--- config.mk ---
export PLATFORM = sky130hd
export DESIGN_NAME = multicycle_control
export DESIGN_NICKNAME = d
export VERILOG_FILES = /design/src/rtl/multicycle_control.sv
export SDC_FILE = /design/constraint.sdc
export NUM_CORES = 1
export LEC_CHECK = 0
export BUFFER_PORTS_ARGS = -buffer_cell sky130_fd_sc_hd__buf_2
export CAP_MARGIN = 10
export CORE_MARGIN = 1
export CORE_UTILIZATION = 50
export CTS_BUF_LIST = sky130_fd_sc_hd__clkbuf_16
export CTS_CLUSTER_DIAMETER = 60
export CTS_CLUSTER_SIZE = 40
export DETAILED_ROUTE_END_ITERATION = 16
export PLACE_DENSITY = 0.78
export SLEW_MARGIN = 20
export SYNTH_ARGS = -nofsm -noshare
export SYNTH_HDL_FRONTEND = slang
export SYNTH_SLANG_ARGS = --single-unit
--- constraint.sdc ---
create_clock -name clock -period 5.53 [get_ports clock]
set_clock_uncertainty 0.2 [all_clocks]
set_input_delay 1.3825 -clock clock [delete_from_list [all_inputs] [get_ports clock]]
set_output_delay 1.3825 -clock clock [all_outputs]
set_load 0.03 [all_outputs]
--- src/rtl/multicycle_control.sv ---
// ============================================================================
// Module      : multicycle_control
// Description : Multicycle MIPS main control FSM with memory wait states,
//               illegal-opcode flag and retired-instruction counter.
//               Optional macro MC_ADDI_EN adds the ADDI execute/writeback path.
// Revision    : 1.0 - initial release
// ============================================================================
`default_nettype none

module multicycle_control #(
   parameter logic [5:0] OP_RTYPE = 6'b000000,
   parameter logic [5:0] OP_LW    = 6'b100011,
   parameter logic [5:0] OP_SW    = 6'b101011,
   parameter logic [5:0] OP_BEQ   = 6'b000100,
   parameter logic [5:0] OP_J     = 6'b000010,
   parameter logic [5:0] OP_ADDI  = 6'b001000,
   parameter int         CNT_W    = 32
) (
   input  logic             clock,
   input  logic             reset,
   input  logic [5:0]       opcode,
   input  logic             mem_ready,
   output logic [1:0]       ALUOp,
   output logic [1:0]       ALUSrcB,
   output logic [1:0]       PCSource,
   output logic             RegDst,
   output logic             MemtoReg,
   output logic             MemRead,
   output logic             MemWrite,
   output logic             IorD,
   output logic             RegWrite,
   output logic             IRWrite,
   output logic             PCWrite,
   output logic             PCWriteCond,
   output logic             ALUSrcA,
   output logic             illegal_op,
   output logic [3:0]       state,
   output logic [CNT_W-1:0] instr_count
);

   localparam logic [3:0] c_FETCH  = 4'd0;
   localparam logic [3:0] c_DECODE = 4'd1;
   localparam logic [3:0] c_MEMADR = 4'd2;
   localparam logic [3:0] c_MEMRD  = 4'd3;
   localparam logic [3:0] c_MEMWB  = 4'd4;
   localparam logic [3:0] c_MEMWR  = 4'd5;
   localparam logic [3:0] c_EXEC   = 4'd6;
   localparam logic [3:0] c_RWB    = 4'd7;
   localparam logic [3:0] c_BRANCH = 4'd8;
   localparam logic [3:0] c_JUMP   = 4'd9;
   localparam logic [3:0] c_ADDIEX = 4'd10;
   localparam logic [3:0] c_ADDIWB = 4'd11;

   localparam logic [CNT_W-1:0] c_CNT_ONE = {{(CNT_W-1){1'b0}}, 1'b1};

   logic [3:0]       r_state;
   logic [3:0]       w_next;
   logic             w_retire;
   logic [CNT_W-1:0] r_count;

   always_ff @(posedge clock) begin
      if (reset) begin
         r_state <= c_FETCH;
         r_count <= '0;
      end else begin
         r_state <= w_next;
         if (w_retire)
            r_count <= r_count + c_CNT_ONE;
      end
   end

   always_comb begin
      ALUOp       = 2'b00;
      ALUSrcB     = 2'b00;
      PCSource    = 2'b00;
      RegDst      = 1'b0;
      MemtoReg    = 1'b0;
      MemRead     = 1'b0;
      MemWrite    = 1'b0;
      IorD        = 1'b0;
      RegWrite    = 1'b0;
      IRWrite     = 1'b0;
      PCWrite     = 1'b0;
      PCWriteCond = 1'b0;
      ALUSrcA     = 1'b0;
      illegal_op  = 1'b0;
      w_retire    = 1'b0;
      w_next      = c_FETCH;
      case (r_state)
         c_FETCH: begin
            MemRead = 1'b1;
            ALUSrcB = 2'b01;
            IRWrite = mem_ready;
            PCWrite = mem_ready;
            w_next  = mem_ready ? c_DECODE : c_FETCH;
         end
         c_DECODE: begin
            ALUSrcB = 2'b11;
            if (opcode == OP_LW || opcode == OP_SW)
               w_next = c_MEMADR;
            else if (opcode == OP_RTYPE)
               w_next = c_EXEC;
            else if (opcode == OP_BEQ)
               w_next = c_BRANCH;
            else if (opcode == OP_J)
               w_next = c_JUMP;
`ifdef MC_ADDI_EN
            else if (opcode == OP_ADDI)
               w_next = c_ADDIEX;
`endif
            else
               illegal_op = 1'b1;
         end
         c_MEMADR: begin
            ALUSrcA = 1'b1;
            ALUSrcB = 2'b10;
            if (opcode == OP_LW)
               w_next = c_MEMRD;
            else if (opcode == OP_SW)
               w_next = c_MEMWR;
         end
         c_MEMRD: begin
            MemRead = 1'b1;
            IorD    = 1'b1;
            w_next  = mem_ready ? c_MEMWB : c_MEMRD;
         end
         c_MEMWB: begin
            MemtoReg = 1'b1;
            RegWrite = 1'b1;
            w_retire = 1'b1;
         end
         c_MEMWR: begin
            // MemWrite stays asserted for the whole wait so the store is held
            MemWrite = 1'b1;
            IorD     = 1'b1;
            w_next   = mem_ready ? c_FETCH : c_MEMWR;
            w_retire = mem_ready;
         end
         c_EXEC: begin
            ALUSrcA = 1'b1;
            ALUOp   = 2'b10;
            w_next  = c_RWB;
         end
         c_RWB: begin
            RegDst   = 1'b1;
            RegWrite = 1'b1;
            w_retire = 1'b1;
         end
         c_BRANCH: begin
            ALUSrcA     = 1'b1;
            ALUOp       = 2'b01;
            PCWriteCond = 1'b1;
            PCSource    = 2'b01;
            w_retire    = 1'b1;
         end
         c_JUMP: begin
            PCWrite  = 1'b1;
            PCSource = 2'b10;
            w_retire = 1'b1;
         end
`ifdef MC_ADDI_EN
         c_ADDIEX: begin
            ALUSrcA = 1'b1;
            ALUSrcB = 2'b10;
            w_next  = c_ADDIWB;
         end
         c_ADDIWB: begin
            RegWrite = 1'b1;
            w_retire = 1'b1;
         end
`else
         c_ADDIEX, c_ADDIWB: begin
            // ADDI decodes as illegal here, so these codes only appear as
            // unreachable values; the opcode compare keeps OP_ADDI referenced
            illegal_op = 1'b0 & (opcode == OP_ADDI);
         end
`endif
         default: begin
            w_next = c_FETCH;
         end
      endcase
      // A reset cycle must never write anything, even mid-instruction
      if (reset) begin
         {ALUOp, ALUSrcB, PCSource, RegDst, MemtoReg, MemRead, MemWrite,
          IorD, RegWrite, IRWrite, PCWrite, PCWriteCond, ALUSrcA} = '0;
         illegal_op = 1'b0;
      end
   end

   assign state       = reset ? 4'd0 : r_state;
   assign instr_count = r_count;

endmodule

`default_nettype wire
== Yosys cells after proc, flatten, opt, wreduce, memory -nomap -nowiden ==
Cells that the tools add are included.
Storage, ports and cells
  output and inout bits: 53
  word-level logic and storage cells: 68
  input port bits: 9
  flip-flop bits (word level): 36
Cells by class
  add/subtract/negate cells: 1
  reductions and logical operators: 8
  equality and inequality tests: 13
  multiplexer cells: 44
Operators with widths (count)
  adder 32 x 1 -> 32 bit, second input constant: 1
  2-to-1 mux 1 bit: 26
  one-hot mux 4 bit (6 select lines): 1
  2-to-1 mux 4 bit: 5
  == test 4 x 3 -> 1 bit, second input constant: 4
  == test 6 bit, second input constant: 2
  2-to-1 mux 3 bit: 4
  == test 4 x 2 -> 1 bit, second input constant: 2
  == test 4 bit, second input constant: 2
  one-hot mux 2 bit (2 select lines): 2
  == test 6 x 2 -> 1 bit, second input constant: 1
  == test 6 x 3 -> 1 bit, second input constant: 1
  zero test 6 bit: 1
  2-to-1 mux 2 bit: 3
  one-hot mux 2 bit (3 select lines): 1
  OR reduction 2 bit: 3
  == test 4 x 1 -> 1 bit, second input constant: 1
  zero test 4 bit: 1
  one-hot mux 1 bit (2 select lines): 2
  OR reduction 4 bit: 1
  OR reduction 3 bit: 1
  logical OR 1 bit: 1

== Logic depth before layout (Yosys ltp) ==
  word-level depth: 7
  depth in mapped cells: 7
  depth with buffers taken out: 5

== Least setup slack after synthesis ==
No wires, ideal clock.
  kind: input-to-output
  from: in reset
  to: out PCWrite
  data arrival time: 2.761 ns
  required time: 3.948 ns
  stages on the path: 3
  slack: 1.187 ns
  path buffers: 0
  cell sequence: or2_2 nor3_1 or2_2
Between the ends
  cells in the longest elaborated chain, start to end: 1
Ends and longest elaborated chain
  from (decl): RTL line 20  | input logic reset,
  2-to-1 mux 1 bit: RTL line 183  | if (reset) begin
  to (decl): RTL line 33  | output logic PCWrite,
Every way passes these cells.

== Worst setup path after layout ==
  from: in reset
  to: out illegal_op
Between the ends
  cells in the longest elaborated chain, start to end: 1
Ends and longest elaborated chain
  2-to-1 mux 1 bit: RTL line 183
  to (decl): RTL line 36  | output logic illegal_op,
Every way passes these cells.

==> results.ini <==
[outcome]
status=finished, final reports clean

[grt]
grt_pass1_vias=1874
overflow=0
grt_max_degree=40
antenna_found_initial=0
grt_usage_pct=23.8
grt_pass1_wl_microns=8170

[layout]
n_antenna_cell=0
final_common_cell=buf_2
synthToLayoutAreaGrowth_pct=22.1
layout_common_cells=buf_2 (61), dfxtp_1 (36), nor2_1 (22), a21oi_1 (22), o21ai_0 (16)
drive_above_1_share_pct=25.6
layout.cells.non_filler=367
finalInstanceArea_sq_um=2580
final_core_util_pct=64.1
num-fill-cells=391
final_net_count=326

[timing]
rsz0062_at_grt=no
fmax_mhz=225
fin_setup_tns_ns=0
layout_setup_ws_ns=1.09
holdWs_ns=0.291
hold_viol=0
final.period_utilization_pct=80.3
tightest_slew_ns=0.726
drv_slew=0
setup_viol=0
period_needed_ns=4.44
slew-limit-headroom_pct=51.5

[yosys]
synth_top_area_cell=dfxtp_1
syn_inst=262
postSynthRegisterBits=36
ys_warn_count=0
synth_top_area_share_pct=34.1
synth.cell_area_sq_um=2110
synth_cell_types=45
synthTopCellsByArea=dfxtp_1 (34%), a21oi_1 (5.2%), xor2_1 (5.0%)
avgSynthCellArea_sq_um=8.07
synth_nets=272
yosysSeqAreaShare_pct=34.1

[critical_path]
cp-end-kind=output pin
cp_top_family=simple AND/OR/NAND/NOR gates
cp-start-kind=input port
reg2reg_from=r_state[1]
critPathMaxFanout=39
crit_type=input port to output pin
crit_start=reset
crit_buf_inv=2
cp_cell_sequence=buf_2 > or2_2 > nor4b_1 > o31ai_1 > nor2_1 > buf_2
cp_slowest_cell=or2_2
critPathMaxStageDelay_ns=0.42
cpMostUsedCell=buf_2
worstPathRequired_ns=3.95
critPathArrivalTime_ns=2.86

[placement]
hpwl_microns=3480
gp_congestion=0.735
portBuffers=61
dpl.cell_count=359
dpl_cell_area_sq_um=2420
place_ws_ns=1.08

[route]
vias=2127
drt.antenna.violating_nets=0
dr_wl_met3_microns=325
drt_first_pass_iters=4
wl_met2_microns=2350
finalWirelength_microns=5000
post_drt_wl_per_cell_microns=13.6
met1Wirelength_microns=2280
top_layer=met4
routed_via_density=5.80
drt_iter0_drc=200
drc=0

[floorplan]
dieArea_sq_um=4490
io_pins=62
coreArea_sq_um=4030
dieWidth_microns=67.0
initial_core_util_pct=52.5
std_cell_rows=23
die-height_microns=67.0

[clock_network]
insertion_delay_ns=0.28
cts_tree=done
hold_buffers=0
cts_made_buffers=5
clockRootBuffer=clkbuf_16
cts-resized-gates=0
cts_setup_buffers=0
clockBufferDepth=2
htreeDepth=2
path_clk_slew_ns=0.06
cts_num_sinks=36

[power]
peakVddDrop_mv=0.165
leakage_nw=1.05
powerDensity_nw_per_um2=235
p_total_mw=0.606

[hold_path]
min_from=instr_count[31]
hold_path.class=register to register

[job]
cap_violations=0

## metal layers
layer  vias to the layer above  track usage, %
met4                         0            9.57
met2                        69            38.5
met5                         -               0
li1                       1074               -
met1                       977            30.2
met3                         7            5.14
## final cells by class
cell class              count  area (sq um)  area share [%]
repair buffers             61           305            11.8
inverters                   6          22.5           0.872
clock buffers               5           125            4.84
clock inverters             3          38.8            1.50
flip-flops and latches     36           721            27.9
multi-input cells         206          1310            50.6
well taps                  50          62.6            2.42
## final timing paths
| kind | cells past startpoint | end | slack [ns] |
|---|---|---|---|
| worst max-delay path | 6 | illegal_op | 1.09 |
| worst min-delay path | 2 | instr_count[31] | 0.29 |
| worst max register to register | 5 | instr_count[30] | 2.75 |
| worst min register to register | 2 | instr_count[31] | 0.29 |
## sequential cells by signal, indices dropped and copies added (netlist names)
| name | cells |
|---|---|
| instr_count | 32 |
| r_state | 4 |
## logic make-up after synthesis
| kind of cell | Yosys count | share of synthesized area, % |
|---|---|---|
| buffers and inverters | 20 | 4.08 |
| flip-flops | 36 | 34.1 |
| XOR/XNOR | 18 | 7.46 |
| adder cells (fa/ha/maj) | 1 | 0.592 |
| AND/OR/NAND/NOR | 122 | 33.0 |
| AO/OA/AOI/OAI | 65 | 20.8 |
## power by group
| group | switching [mW] | leakage, nW | total (mW) | internal, mW |
|---|---|---|---|---|
| logic | 0.0200 | 0.675 | 0.0299 | 0.00989 |
| registers | 0.00252 | 0.290 | 0.263 | 0.260 |
| clock network | 0.104 | 0.0850 | 0.314 | 0.210 |
## Yosys cell counts, drive strengths merged
| cell type | count |
|---|---|
| xnor2 | 6 |
| and4 | 2 |
| ha | 1 |
| o2111ai | 4 |
| a211oi | 1 |
| a21oi | 22 |
| buf | 5 |
| nor3b | 1 |
| nor2b | 6 |
| or2 | 4 |
| nand4 | 9 |
| a311o | 1 |
| a21bo | 1 |
| nand2 | 15 |
| nand3b | 2 |
| a21o | 2 |
| o21a | 1 |
| nand3 | 9 |
| nor4 | 4 |
| nand2b | 7 |
| xor2 | 12 |
| and2 | 1 |
| and3b | 2 |
| and3 | 6 |
| nor4b | 2 |
| a2111oi | 1 |
| o21ai | 18 |
| or3b | 1 |
| nor2 | 22 |
| or3 | 13 |
| nor3 | 10 |
| clkbuf | 9 |
| or4 | 6 |
| o31ai | 7 |
| inv | 6 |
| o211ai | 4 |
| dfxtp | 36 |
| a31oi | 3 |
## worst min-delay path, cell delays in order (launching register included)
cell and delay, ns:
dfxtp_1 0.31, o21ai_0 0.07, a21oi_1 0.06
Power figures use the tool's default switching activity.
